File: src/rtl/spart_pkg.sv
// Shared SPART definitions: receive FSM states, bus addresses, status bit positions.
// Used by both the receive and transmit blocks so the processor sees one register map.
package spart_pkg;

    typedef enum logic [2:0] {
        ST_IDLE      = 3'd0,
        ST_START     = 3'd1,
        ST_DATA      = 3'd2,
        ST_PARITY    = 3'd3,
        ST_STOP      = 3'd4,
        ST_WAIT_HIGH = 3'd5
    } rx_state_e;

    localparam logic [1:0] ADDR_DATA   = 2'b00;
    localparam logic [1:0] ADDR_STATUS = 2'b01;

    localparam int STAT_RDA        = 0;
    localparam int STAT_OVERRUN    = 1;
    localparam int STAT_FRAME_ERR  = 2;
    localparam int STAT_PARITY_ERR = 3;
    localparam int STAT_LEVEL_FULL = 4;

    function automatic logic maj3(input logic a, input logic b, input logic c);
        return (a & b) | (a & c) | (b & c);
    endfunction

endpackage

File: src/rtl/spart_fifo.sv
// Show-ahead FIFO, WIDTH x DEPTH (DEPTH a power of 2); head word visible combinationally.
// Latency: push visible at o_head_dat on the next edge. Push while full is dropped unless a pop
// happens in the same cycle; pop while empty is ignored.
module spart_fifo #(
    parameter int WIDTH = 8,
    parameter int DEPTH = 4
) (
    input  logic             clk,
    input  logic             rst_n,
    input  logic             i_push,
    input  logic [WIDTH-1:0] i_push_dat,
    input  logic             i_pop,
    output logic [WIDTH-1:0] o_head_dat,
    output logic             o_empty,
    output logic             o_full
);

    localparam int AW = $clog2(DEPTH);
    localparam logic [AW:0] PTR_ONE = (AW+1)'(1);

    logic [WIDTH-1:0] r_mem [DEPTH];
    logic [AW:0]      r_wr_ptr;
    logic [AW:0]      r_rd_ptr;
    logic             w_do_push;
    logic             w_do_pop;

    // Extra pointer MSB distinguishes full from empty when the index bits match.
    assign o_empty = (r_wr_ptr == r_rd_ptr);
    assign o_full  = (r_wr_ptr[AW] != r_rd_ptr[AW]) &&
                     (r_wr_ptr[AW-1:0] == r_rd_ptr[AW-1:0]);

    assign w_do_pop   = i_pop & ~o_empty;
    assign w_do_push  = i_push & (~o_full | w_do_pop);
    assign o_head_dat = r_mem[r_rd_ptr[AW-1:0]];

    always_ff @(posedge clk or negedge rst_n) begin
        if (!rst_n) begin
            r_wr_ptr <= '0;
            r_rd_ptr <= '0;
            for (int i = 0; i < DEPTH; i++) begin
                r_mem[i] <= '0;
            end
        end else begin
            if (w_do_push) begin
                r_mem[r_wr_ptr[AW-1:0]] <= i_push_dat;
                r_wr_ptr                <= r_wr_ptr + PTR_ONE;
            end
            if (w_do_pop) begin
                r_rd_ptr <= r_rd_ptr + PTR_ONE;
            end
        end
    end

endmodule

File: src/rtl/spart_rx_fifo.sv
// SPART receiver: oversampled 2-of-3 vote deserialiser feeding a show-ahead FIFO; optional even parity via SPART_RX_PARITY_EN.
// Latency: word pushed on the edge after the final stop-bit vote tick; rxd sees 2 clk of sync.
// Backpressure: none on the line; push into a full FIFO drops the word and sets overrun.
module spart_rx_fifo
    import spart_pkg::*;
#(
    parameter int DATA_BITS  = 8,
    parameter int OVERSAMPLE = 16,
    parameter int STOP_BITS  = 1,
    parameter int FIFO_DEPTH = 4
) (
    input  logic                 clk,
    input  logic                 rst_n,
    input  logic                 rxd,
    input  logic                 enable,
    input  logic                 iorw,
    input  logic [1:0]           ioaddr,
    output logic [DATA_BITS-1:0] rd_data,
    output logic                 rda,
    output logic [7:0]           status
);

    localparam int SC_W = $clog2(OVERSAMPLE);
    localparam int BC_W = $clog2(DATA_BITS + 1);

    localparam logic [SC_W-1:0] SC_ONE  = SC_W'(1);
    localparam logic [SC_W-1:0] SC_V0   = SC_W'(OVERSAMPLE/2 - 1);
    localparam logic [SC_W-1:0] SC_V1   = SC_W'(OVERSAMPLE/2);
    localparam logic [SC_W-1:0] SC_VOTE = SC_W'(OVERSAMPLE/2 + 1);
    localparam logic [SC_W-1:0] SC_LAST = SC_W'(OVERSAMPLE - 1);
    localparam logic [BC_W-1:0] BC_ONE  = BC_W'(1);
    localparam logic [BC_W-1:0] BC_FULL = BC_W'(DATA_BITS);
    localparam logic            STOP_LAST = 1'(STOP_BITS - 1);

    logic                 r_rxd_meta;
    logic                 r_rxd_sync;
    rx_state_e            r_state,    w_state_nxt;
    logic [SC_W-1:0]      r_sc,       w_sc_nxt;
    logic [BC_W-1:0]      r_bit_cnt,  w_bit_cnt_nxt;
    logic [DATA_BITS-1:0] r_shift,    w_shift_nxt;
    logic                 r_s0,       w_s0_nxt;
    logic                 r_s1,       w_s1_nxt;
    logic                 r_stop_cnt, w_stop_cnt_nxt;
    logic                 r_stop_bad, w_stop_bad_nxt;
    logic                 r_frame_err;
    logic                 r_overrun;

    logic            w_vote;
    logic            w_vote_pt;
    logic            w_bit_end;
    logic [SC_W-1:0] w_sc_adv;
    logic            w_stop_bad_now;
    logic            w_push;
    logic            w_push_bad_stop;
    logic            w_pop;
    logic            w_stat_rd;
    logic            w_full;
    logic            w_empty;
    logic            w_parity_flag;

`ifdef SPART_RX_PARITY_EN
    logic r_par_bad, w_par_bad_nxt;
    logic r_parity_err;
`endif

    always_ff @(posedge clk or negedge rst_n) begin
        if (!rst_n) begin
            r_rxd_meta <= 1'b1;
            r_rxd_sync <= 1'b1;
        end else begin
            r_rxd_meta <= rxd;
            r_rxd_sync <= r_rxd_meta;
        end
    end

    assign w_vote         = maj3(r_s0, r_s1, r_rxd_sync);
    assign w_vote_pt      = (r_sc == SC_VOTE);
    assign w_bit_end      = (r_sc == SC_LAST);
    assign w_sc_adv       = w_bit_end ? '0 : r_sc + SC_ONE;
    assign w_stop_bad_now = r_stop_bad | ~w_vote;

    always_comb begin
        w_state_nxt     = r_state;
        w_sc_nxt        = r_sc;
        w_bit_cnt_nxt   = r_bit_cnt;
        w_shift_nxt     = r_shift;
        w_s0_nxt        = r_s0;
        w_s1_nxt        = r_s1;
        w_stop_cnt_nxt  = r_stop_cnt;
        w_stop_bad_nxt  = r_stop_bad;
        w_push          = 1'b0;
        w_push_bad_stop = 1'b0;
`ifdef SPART_RX_PARITY_EN
        w_par_bad_nxt   = r_par_bad;
`endif
        if (enable) begin
            if (r_sc == SC_V0) w_s0_nxt = r_rxd_sync;
            if (r_sc == SC_V1) w_s1_nxt = r_rxd_sync;
            case (r_state)
                ST_IDLE: begin
                    // The detecting tick counts as sample 0 of the start bit.
                    if (!r_rxd_sync) begin
                        w_state_nxt    = ST_START;
                        w_sc_nxt       = SC_ONE;
                        w_bit_cnt_nxt  = '0;
                        w_stop_cnt_nxt = 1'b0;
                        w_stop_bad_nxt = 1'b0;
`ifdef SPART_RX_PARITY_EN
                        w_par_bad_nxt  = 1'b0;
`endif
                    end
                end
                ST_START: begin
                    w_sc_nxt = w_sc_adv;
                    if (w_vote_pt && w_vote) begin
                        w_state_nxt = ST_IDLE;
                        w_sc_nxt    = '0;
                    end else if (w_bit_end) begin
                        w_state_nxt = ST_DATA;
                    end
                end
                ST_DATA: begin
                    w_sc_nxt = w_sc_adv;
                    if (w_vote_pt) begin
                        w_shift_nxt   = {w_vote, r_shift[DATA_BITS-1:1]};
                        w_bit_cnt_nxt = r_bit_cnt + BC_ONE;
                    end
                    if (w_bit_end && (r_bit_cnt == BC_FULL)) begin
`ifdef SPART_RX_PARITY_EN
                        w_state_nxt = ST_PARITY;
`else
                        w_state_nxt = ST_STOP;
`endif
                    end
                end
`ifdef SPART_RX_PARITY_EN
                ST_PARITY: begin
                    w_sc_nxt = w_sc_adv;
                    if (w_vote_pt) w_par_bad_nxt = (w_vote != (^r_shift));
                    if (w_bit_end) w_state_nxt = ST_STOP;
                end
`endif
                ST_STOP: begin
                    w_sc_nxt = w_sc_adv;
                    if (w_vote_pt) begin
                        w_stop_bad_nxt = w_stop_bad_now;
                        // Frame completes mid-bit so a following start edge is never missed.
                        if (r_stop_cnt == STOP_LAST) begin
                            w_push          = 1'b1;
                            w_push_bad_stop = w_stop_bad_now;
                            w_state_nxt     = w_stop_bad_now ? ST_WAIT_HIGH : ST_IDLE;
                            w_sc_nxt        = '0;
                        end
                    end else if (w_bit_end) begin
                        w_stop_cnt_nxt = r_stop_cnt + 1'b1;
                    end
                end
                ST_WAIT_HIGH: begin
                    if (r_rxd_sync) w_state_nxt = ST_IDLE;
                end
                default: begin
                    w_state_nxt = ST_IDLE;
                    w_sc_nxt    = '0;
                end
            endcase
        end
    end

    always_ff @(posedge clk or negedge rst_n) begin
        if (!rst_n) begin
            r_state    <= ST_IDLE;
            r_sc       <= '0;
            r_bit_cnt  <= '0;
            r_shift    <= '0;
            r_s0       <= 1'b1;
            r_s1       <= 1'b1;
            r_stop_cnt <= 1'b0;
            r_stop_bad <= 1'b0;
        end else begin
            r_state    <= w_state_nxt;
            r_sc       <= w_sc_nxt;
            r_bit_cnt  <= w_bit_cnt_nxt;
            r_shift    <= w_shift_nxt;
            r_s0       <= w_s0_nxt;
            r_s1       <= w_s1_nxt;
            r_stop_cnt <= w_stop_cnt_nxt;
            r_stop_bad <= w_stop_bad_nxt;
        end
    end

    assign w_pop     = iorw && (ioaddr == ADDR_DATA) && rda;
    assign w_stat_rd = iorw && (ioaddr == ADDR_STATUS);

    spart_fifo #(
        .WIDTH (DATA_BITS),
        .DEPTH (FIFO_DEPTH)
    ) u_fifo (
        .clk        (clk),
        .rst_n      (rst_n),
        .i_push     (w_push),
        .i_push_dat (r_shift),
        .i_pop      (w_pop),
        .o_head_dat (rd_data),
        .o_empty    (w_empty),
        .o_full     (w_full)
    );

    assign rda = ~w_empty;

    // Sticky flags: an event in the same cycle as a status read keeps the flag set.
    always_ff @(posedge clk or negedge rst_n) begin
        if (!rst_n) begin
            r_frame_err <= 1'b0;
            r_overrun   <= 1'b0;
        end else begin
            r_frame_err <= w_push_bad_stop | (r_frame_err & ~w_stat_rd);
            r_overrun   <= (w_push & w_full & ~w_pop) | (r_overrun & ~w_stat_rd);
        end
    end

`ifdef SPART_RX_PARITY_EN
    always_ff @(posedge clk or negedge rst_n) begin
        if (!rst_n) begin
            r_par_bad    <= 1'b0;
            r_parity_err <= 1'b0;
        end else begin
            r_par_bad    <= w_par_bad_nxt;
            r_parity_err <= (w_push & r_par_bad) | (r_parity_err & ~w_stat_rd);
        end
    end
    assign w_parity_flag = r_parity_err;
`else
    assign w_parity_flag = 1'b0;
`endif

    always_comb begin
        status                  = 8'h00;
        status[STAT_RDA]        = rda;
        status[STAT_OVERRUN]    = r_overrun;
        status[STAT_FRAME_ERR]  = r_frame_err;
        status[STAT_PARITY_ERR] = w_parity_flag;
        status[STAT_LEVEL_FULL] = w_full;
    end

endmodule

File: config.mk
export PLATFORM = sky130hd
export DESIGN_NAME = spart_rx_fifo
export DESIGN_NICKNAME = d
export VERILOG_FILES = /design/src/rtl/spart_pkg.sv /design/src/rtl/spart_fifo.sv /design/src/rtl/spart_rx_fifo.sv
export SDC_FILE = /design/constraint.sdc
export NUM_CORES = 1
export LEC_CHECK = 0
export CAP_MARGIN = 20
export CORE_UTILIZATION = 59
export CTS_CLUSTER_DIAMETER = 80
export DETAILED_ROUTE_END_ITERATION = 16
export PLACE_DENSITY_LB_ADDON = 0.1
export SYNTH_ARGS = -nofsm -noshare
export SYNTH_HDL_FRONTEND = slang
export SYNTH_SLANG_ARGS = --single-unit
export TNS_END_PERCENT = 5
File: constraint.sdc
create_clock -name clk -period 2.75 [get_ports clk]
set_clock_uncertainty 0.15 [all_clocks]
set_input_delay 0.275 -clock clk [delete_from_list [all_inputs] [get_ports clk]]
set_output_delay 0.275 -clock clk [all_outputs]
set_load 0.1 [all_outputs]
# [Word level (Yosys, flattened, before mapping)]
# Cells that the tools add are included.
[totals] ramBits=0 memories=0 inputBits=7 register_bits=65 romBits=0 latch_bits=0
[op_classes] n_eq_ne=22 reduce_logical=19 n_lt_le_gt_ge=3 multipliers=0 mux=38 bitwise_logic=23 shifts=0 n_addsub=5 div_mod_pow=0
[ops] operator="$bwmux W32" n=1
[ops] operator="$mux W4" n=7
[ops] operator="$mux W3" n=8
[ops] operator="$mux W8" n=3
[ops] operator="$pmux W4 S5" n=1
[ops] operator="$bmux W8 S2" n=1
[ops] operator="$demux W8 S2" n=1
[ops] operator="$eq A4 B4 Y1 const B" n=4
[ops] operator="$ne A2 B2 Y1 const B" n=8
[ops] operator="$pmux W3 S5" n=1
[ops] operator="$mux W1" n=12
[ops] operator="$and A1 B1 Y1" n=9
[ops] operator="$add A4 B1 Y4 const B" n=2
[ops] operator="$pmux W4 S2" n=1
[ops] operator="$reduce_and A4 Y1" n=2
[ops] operator="$logic_and A1 B1 Y1" n=7
[ops] operator="$reduce_and A7 Y1" n=1
[ops] operator="$add A3 B1 Y3 const B" n=2
[ops] operator="$eq A3 B3 Y1 const B" n=2
[ops] operator="$ge A3 B3 Y1 const B" n=2
[ops] operator="$not A1 Y1" n=6
[ops] operator="$not A2 Y3" n=2
[ops] operator="$or A1 B1 Y1" n=6
[ops] operator="$reduce_and A3 Y1" n=2
[ops] operator="16 further kinds" n=19

# [Depth between registers and ports, before layout]
# Gate-level depths: netlist of run 1.
[logic_depth] word_depth=10 mapped_depth=8 depth_no_buf=6

# [Modules after synthesis]
# From an unflattened synthesis of run 1, not the netlist that was laid out.
[hier_totals] cells_unflattened=259 hier_area_um2=3484.6
[by_module_without_submodules] module="spart_fifo" instances=1 area_each_um2=1875.5 cells_each=111
[by_module_without_submodules] module="spart_rx_fifo" instances=1 area_each_um2=1609.0 cells_each=148

# [Worst setup path after synthesis of run 1]
# No wires, ideal clock.
[synth_path] path_kind="flip-flop to output port" from="register u_fifo.r_rd_ptr[0]" to="output status[0]" arrival_time_ps=2152 required_ps=2325 n_path_buf=2 setup_slack_ps=173 stages_incl_launch_ff=5 cell_sequence="dfrtp_1 > buf_6 > xnor2_1 > nand3_1 > buf_4"
[synth_via] elab_chain_len=2
[synth_rtl] item="start: declaration" line_no="spart_fifo.sv:23" rtl="logic [AW:0] r_rd_ptr;"
[synth_rtl] item="start signal: assignment" line_no="spart_fifo.sv:49" rtl="r_rd_ptr <= r_rd_ptr + PTR_ONE;"
[synth_rtl] item="$eq A3 B3 Y1" line_no="spart_fifo.sv:28" rtl="assign o_empty = (r_wr_ptr == r_rd_ptr);"
[synth_rtl] item="$not A1 Y1" line_no="spart_rx_fifo.sv:208" rtl="assign rda = ~w_empty;"
[synth_rtl] item="end: declaration" line_no="spart_rx_fifo.sv:20" rtl="output logic [7:0] status"
# No other way between the ends.

# [Worst setup path in the final report of run 1]
[layout_path] from="register u_fifo.r_rd_ptr[1]" to="output status[4]"
[layout_via] elab_chain_len=2
[layout_rtl] item="$eq A2 B2 Y1" line_no="spart_fifo.sv:30" rtl="(r_wr_ptr[AW-1:0] == r_rd_ptr[AW-1:0]);"
[layout_rtl] item="$logic_and A1 B1 Y1" line_no="spart_fifo.sv:29" rtl="assign o_full = (r_wr_ptr[AW] != r_rd_ptr[AW]) &&"
# No other way between the ends.

==> impl_metrics.py, run 1 <==
metrics = {
    "outcome": {
        "outcome": "complete, no violations",
    },
    "drt": {
        "wl_um": 6269,
        "dr_wl_met2_um": 2813,
        "wl_met1_um": 3114,
        "drtPass1Iterations": 4,
        "num_vias": 2120,
        "drc": 0,
        "dr.max_layer_used": "met4",
        "antenna_left": 0,
        "routedWlPerCell_um": 17.37,
        "drtIter0Drc": 107,
        "drt-vias-per-instance": 5.873,
        "met3_length_um": 230,
    },
    "global_route": {
        "grt_pass1_wl_um": 10620,
        "grt_remaining_overflow": 0,
        "grt_max_degree": 38,
        "globalRouteTotalUtil_pct": 23.12,
        "antenna_found_initial": 0,
        "grt_pass1_vias": 2079,
    },
    "sta": {
        "finalCriticalPeriod_ns": 2.276,
        "rsz0062_at_grt": "no",
        "max_clock_freq_ghz": 0.4393,
        "tightest_slew_ns": 0.7408,
        "setup_tns_ns": 0,
        "relSlewSlack_pct": 50.61,
        "final_hold_viol_count": 0,
        "setup_ws_ns": 0.4735,
        "slew_viol_final": 0,
        "period_share_pct": 82.78,
        "setup-violations-final": 0,
    },
    "synthesis": {
        "synth_ff_type": "dfrtp_1",
        "synthesis.instances": 268,
        "yosys_warnings": 0,
        "seq_area_frac_synth_pct": 46.62,
        "avgSynthCellArea_um2": 13.06,
        "synth_xor_area_share_pct": 1.752,
        "synth_top_family_by_area": "multiplexers",
        "synth_compound_area_share_pct": 7.544,
        "synthMuxAreaShare_pct": 22.42,
        "synth_area_um2": 3500,
        "async_reset_ff_share_pct": 100.0,
        "synth_edf_count": 0,
        "synthAdderAreaFrac_pct": 3.861,
        "ys_types": 57,
        "synth_simple_gate_area_share_pct": 11.41,
        "ys_ff_latch": 65,
    },
    "setup_path": {
        "arrival_ns": 1.85,
        "worstPathCellList": "xnor2_1 -> and3b_1 -> buf_12",
        "timing.rr.end": "u_fifo.r_mem[5]$_DFFE_PN0P_",
        "crit_type": "register to output pin",
        "cp-end-kind": "output pin",
        "start_kind": "register",
        "r2r_cells": 6,
        "cp.required_ns": 2.33,
        "cp_slowest_cell": "dfrtp_1",
        "r2r_slack_ns": 0.56,
        "critPathMaxStageDelay_ns": 0.58,
        "cp_max_fo": 11,
        "r2r-start": "r_sc[1]$_DFFE_PN0P_",
    },
    "power": {
        "p_total_w": 0.002727,
        "ir_worst_vdd_mv": 0.5483,
        "power_density_nw_per_um2": 710.5,
        "p_leak_nw": 1.763,
    },
    "worst_hold_path": {
        "hp-start": "rxd",
        "hold_end": "r_rxd_meta$_DFF_PN1_",
        "hold_class": "primary input to register",
        "min_path_cells": 1,
    },
    "finish": {
        "drive_gt1_share_pct": 34.60,
        "syn_to_final_growth_pct": 9.689,
        "final_nets": 301,
        "fillCellCount": 404,
        "antennaDiodeCount": 0,
        "design_area_um2": 3839,
    },
    "place": {
        "routabilityCongestion": 0.8449,
        "io_buffers": 19,
        "pre_cts_slack_ns": 0.3903,
        "post-dp-hpwl_um": 4141,
        "placed_cell_area_um2": 3626,
    },
    "floorplan": {
        "rows": 27,
        "dieArea_um2": 6243,
        "start_util_pct": 62.41,
        "die_w_um": 79.02,
        "die_h_um": 79.02,
        "pin_count": 24,
        "coreArea_um2": 5608,
    },
    "cts": {
        "path_clk_slew_ns": 0.07,
        "cts_root_buffer": "clkbuf_8",
        "numCtsBuffers": 9,
        "cts_buffer_depth": 2,
        "cts.sinks": 65,
        "clock_latency_ns": 0.35,
        "cts_tree": "built",
        "htree_levels": 3,
    },
    "run": {
        "max_cap_violations": 0,
    },
}
## kinds of logic (layout without fill, tap and decap cells)
group | Yosys count | after routing
other | 1 | 4
AO/OA/AOI/OAI | 38 | 38
adder cells (fa/ha/maj) | 11 | 11
flip-flops | 65 | 65
buffers and inverters | 33 | 51
AND/OR/NAND/NOR | 62 | 62
XOR/XNOR | 7 | 7
multiplexers | 51 | 51
## sequential cells by signal, summed over array words and instances, names as in the netlist
| register | cells |
|---|---|
| r_bit_cnt | 4 |
| r_frame_err | 1 |
| r_overrun | 1 |
| r_rxd_meta | 1 |
| r_rxd_sync | 1 |
| r_s0 | 1 |
| r_s1 | 1 |
| r_sc | 4 |
| r_shift | 8 |
| r_state | 3 |
| r_stop_bad | 1 |
| r_stop_cnt | 1 |
| u_fifo.r_mem | 32 |
| u_fifo.r_rd_ptr | 3 |
| u_fifo.r_wr_ptr | 3 |
## cells in the final DEF (no fill, tap or decap), types with 4 or more instances in the layout
cell type	count
dfrtp_1	61
mux2_4	32
o21ai_0	15
buf_4	14
inv_1	12
nand2_1	11
mux2_2	11
ha_1	10
nor2_1	9
clkbuf_8	9
mux4_2	8
nand3_1	7
xnor2_1	5
clkdlybuf4s50_1	5
nand3b_1	4
and3_4	4
conb_1	4
dfstp_2	4
## metal layers
metal / track usage (%) / vias to the layer above
li1: - / 998
met1: 33.13 / 1069
met2: 32.76 / 43
met3: 6.667 / 10
met4: 9.636 / 0
met5: 0 / -
## worst max path at each step
stage	startpoint	to	slack, ns	depth (start not counted)
after global routing	u_fifo.r_rd_ptr[1]$_DFFE_PN0P_	status[4]	0.41	3
after detailed placement	iorw	u_fifo.r_mem[5]$_DFFE_PN0P_	0.39	5
after global placement	iorw	u_fifo.r_mem[1]$_DFFE_PN0P_	0.41	5
after floorplan	u_fifo.r_rd_ptr[0]$_DFFE_PN0P_	status[0]	0.17	4
after CTS	u_fifo.r_rd_ptr[1]$_DFFE_PN0P_	status[4]	0.46	3
final	u_fifo.r_rd_ptr[1]$_DFFE_PN0P_	status[4]	0.47	3
## critical path, delay by kind of cell (launching register included)
kind	cells	cell delay, ns
AND/OR/NAND/NOR	1	0.32
buffers and inverters	1	0.20
XOR/XNOR	1	0.40
flip-flops	1	0.58
## timing repair
| action | CTS | global route |
|---|---|---|
| hold buffers | 1 | 0 |
| buffers inserted | 0 | 0 |
| resized for setup | 0 | 0 |
| endpoints found under the hold margin | 28 | 0 |
## synth_stat cells (3+ instances only)
cell type | number | area (um^2)
a21oi_1 | 3 | 15.01
and3_4 | 4 | 45.04
buf_4 | 9 | 67.56
buf_6 | 8 | 90.09
dfrtp_1 | 61 | 1526
dfstp_2 | 4 | 105.1
ha_1 | 10 | 125.1
inv_1 | 12 | 45.04
mux2_2 | 11 | 123.9
mux2_4 | 32 | 480.5
mux4_2 | 8 | 180.2
nand2_1 | 11 | 41.29
nand3_1 | 7 | 35.03
nand3b_1 | 4 | 30.03
nor2_1 | 9 | 33.78
nor2b_1 | 3 | 18.77
nor3_1 | 3 | 15.01
o21ai_0 | 15 | 75.07
xnor2_1 | 5 | 43.79
## metrics by stage
stage	instances	hold slack [ns]	util, %
after global routing	361	0.1722	68.45
after CTS	361	0.1629	68.45
after floorplan	271	-0.1706	-
after global placement	344	0.1966	64.66
after detailed placement	344	0.1972	64.66
final	361	0.1813	68.45
## cell type report
type,count,area [um^2],area share [%]
multi-input cells,173,1659,43.22
clock buffers,9,123.9,3.227
clock inverters,7,78.83,2.053
repair buffers,23,210.2,5.476
well taps,72,90.09,2.347
inverters,12,45.04,1.173
flip-flops and latches,65,1632,42.50
## power by group
part,switching (W),internal [W],leakage [nW]
clock,0.000408,0.000426,0.0925
combinational,0.000417,0.000275,0.818
sequential,0.000141,0.00106,0.852
Note: power is estimated with default switching activity, not from simulation.
==> run 2, diff against run 1 <==
- CORE_UTILIZATION: 59 -> 53
- clock period: 2.75 -> 2 ns (I/O delays scaled with it)
==> run 2 against run 1 <==
Effect of this change:
- the flow now finishes with violations (negative setup slack)
- design area increased by 11%
- global-route usage decreased by 2.1 points
- utilization decreased by 1.2 points
- sequential share of layout area decreased by 4.2 points
- non-clock buffer count increased by 30
- worst hold slack got worse by 0.065 ns
- register-to-register slack got worse by 0.63 ns
- sequential power increased by 32%
- worst setup slack got worse by 0.54 ns
- count of clock-buffer cells in the layout increased by 3
- wire length increased by 8.3%
- critical path type is now register to register
- critical endpoint is now u_fifo.r_mem[15]$_DFFE_PN0P_
- largest cell class unchanged
- largest power group unchanged
==> impl_metrics.py, run 2 (same netlist as run 1, synthesis figures left out) <==
metrics = {
    "global_route": {
        "grt_remaining_overflow": 0,
        "grt_pass1_wl_um": 11230,
        "grt_pass1_vias": 2311,
        "antenna_found_initial": 0,
        "globalRouteTotalUtil_pct": 20.98,
        "grt_max_degree": 44,
    },
    "cts": {
        "numCtsBuffers": 9,
        "cts_root_buffer": "clkbuf_8",
        "cts.sinks": 65,
        "cts_buffer_depth": 2,
        "htree_levels": 3,
        "clock_latency_ns": 0.34,
        "path_clk_slew_ns": 0.07,
        "cts_tree": "built",
    },
    "drt": {
        "routedWlPerCell_um": 17.10,
        "wl_um": 6787,
        "drt-vias-per-instance": 5.670,
        "antenna_left": 0,
        "dr.max_layer_used": "met4",
        "wl_met1_um": 3102,
        "met3_length_um": 260,
        "drtIter0Drc": 79,
        "num_vias": 2251,
        "dr_wl_met2_um": 3287,
        "drc": 0,
        "drtPass1Iterations": 4,
    },
    "power": {
        "power_density_nw_per_um2": 964.5,
        "p_leak_nw": 1.969,
        "ir_worst_vdd_mv": 0.6459,
    },
    "floorplan": {
        "coreArea_um2": 6350,
        "die_w_um": 83.26,
        "start_util_pct": 55.11,
        "die_h_um": 83.26,
        "rows": 29,
        "pin_count": 24,
        "dieArea_um2": 6932,
    },
    "finish": {
        "final_cell_mix": "dfrtp_1, buf_4, mux2_4",
        "antennaDiodeCount": 0,
        "syn_to_final_growth_pct": 21.95,
        "largest_registers": "u_fifo.r_mem: 32 flops, r_shift: 8 flops",
        "final_common_cell": "dfrtp_1",
        "design_area_um2": 4268,
        "drive_gt1_share_pct": 44.06,
        "final_nets": 332,
        "regMostFlops": "u_fifo.r_mem",
        "largest_register_ffs": 32,
    },
    "setup_path": {
        "r2r_slack_ns": -0.07,
        "cp.required_ns": 2.08,
        "cp-end-kind": "register",
        "r2r_cells": 6,
        "startpoint": "r_sc[1]$_DFFE_PN0P_",
        "start_kind": "register",
        "cp-endpoint": "u_fifo.r_mem[15]$_DFFE_PN0P_",
        "arrival_ns": 2.15,
        "r2r-start": "r_sc[1]$_DFFE_PN0P_",
        "cp_max_fo": 8,
        "crit_type": "register to register",
        "timing.rr.end": "u_fifo.r_mem[15]$_DFFE_PN0P_",
    },
    "outcome": {
        "outcome": "complete, but fails checks",
        "violations": "negative setup slack",
    },
    "sta": {
        "relSlewSlack_pct": 64.97,
        "hold-worst-slack_ns": 0.1167,
        "final_hold_viol_count": 0,
        "period_share_pct": 103.5,
        "finalCriticalPeriod_ns": 2.070,
        "rsz0062_at_grt": "yes",
        "setup-violations-final": 34,
        "setup_tns_ns": -1.522,
        "max_clock_freq_ghz": 0.4830,
        "tightest_slew_ns": 0.5255,
        "slew_viol_final": 0,
        "setup_ws_ns": -0.07031,
    },
    "run": {
        "max_cap_violations": 0,
    },
    "worst_hold_path": {
        "hold_class": "primary input to register",
    },
    "place": {
        "io_buffers": 19,
        "placed_cell_area_um2": 3965,
        "post-dp-hpwl_um": 4588,
        "routabilityCongestion": 0.8318,
    },
}
==> run 2: cell count changes in the layout (fill, tap and decap cells not counted), moves of 2 or more <==
cell | before | now
clkbuf_1 | 0 | 2
clkinvlp_4 | 3 | 1
xnor2_1 | 5 | 3
xnor2_2 | 0 | 2
buf_4 | 14 | 33
buf_12 | 2 | 13
==> run 2: cell type report <==
| type | instances | area, um^2 |
|---|---|---|
| timing repair buffer | 53 | 573.1 |
| fill | 475 | 2082 |
| inverter | 12 | 45.04 |
| tap | 77 | 96.34 |
| clock inverter | 4 | 51.30 |
| multi-input combinational | 174 | 1724 |
| clock buffer | 12 | 145.1 |
| sequential | 65 | 1633 |
==> run 2: critical path: stages (launching register included) <==
cell and delay, ns:
dfrtp_1 0.39, inv_2 0.08, ha_4 0.12, and4bb_2 0.29
and4_4 0.28, and3_4 0.32, mux2_4 0.32
==> run 2: where the power goes <==
part	total, W	internal, W	leakage, nW	switching (W)
Clock	0.00112	0.000613	0.0970	0.000504
Sequential	0.00158	0.00146	0.851	0.000120
Combinational	0.00142	0.000659	1.02	0.000758
Total	0.00412	0.00273	1.97	0.00138
==> run 2: layer usage <==
layer  global-route usage (%)  vias up
met5                        0        -
met4                    8.621        0
met3                    5.865       14
met2                    32.86       49
met1                    27.53     1130
li1                         -     1058
==> run 2: worst min-delay path by stage <==
stage	endpoint	startpoint	slack (ns)	cells past startpoint
5_1_grt	r_rxd_meta$_DFF_PN1_	rxd	0.1	1
2_1_floorplan	r_bit_cnt[0]$_DFFE_PN0P_	rst_n	-0.25	0
3_3_place_gp	u_fifo.r_mem[0]$_DFFE_PN0P_	rst_n	0.05	2
6_report	r_rxd_meta$_DFF_PN1_	rxd	0.12	1
3_5_place_dp	u_fifo.r_mem[8]$_DFFE_PN0P_	rst_n	0.06	2
4_1_cts	r_rxd_meta$_DFF_PN1_	rxd	0.11	1
==> run 2: per-stage QoR <==
step	util, %	cells	power (W)	setup WS, ns
3_5_place_dp	62.44	375	0.002901	-0.2763
3_3_place_gp	62.44	375	0.002874	-0.2552
6_report	67.21	397	0.004116	-0.07031
4_1_cts	66.70	395	0.004121	-0.03796
2_1_floorplan	-	271	0.002451	-0.06475
5_1_grt	67.21	397	0.004333	-0.1320
==> run 2: what timing repair did <==
item                                    4_1_cts  5_1_grt
cloned                                        1        0
pin swaps                                     6        2
gates resized for setup                      10        6
endpoints found under the setup margin       43       48
hold buffers                                  1        0
endpoints found under the hold margin        64        0
buffers inserted                              2        2
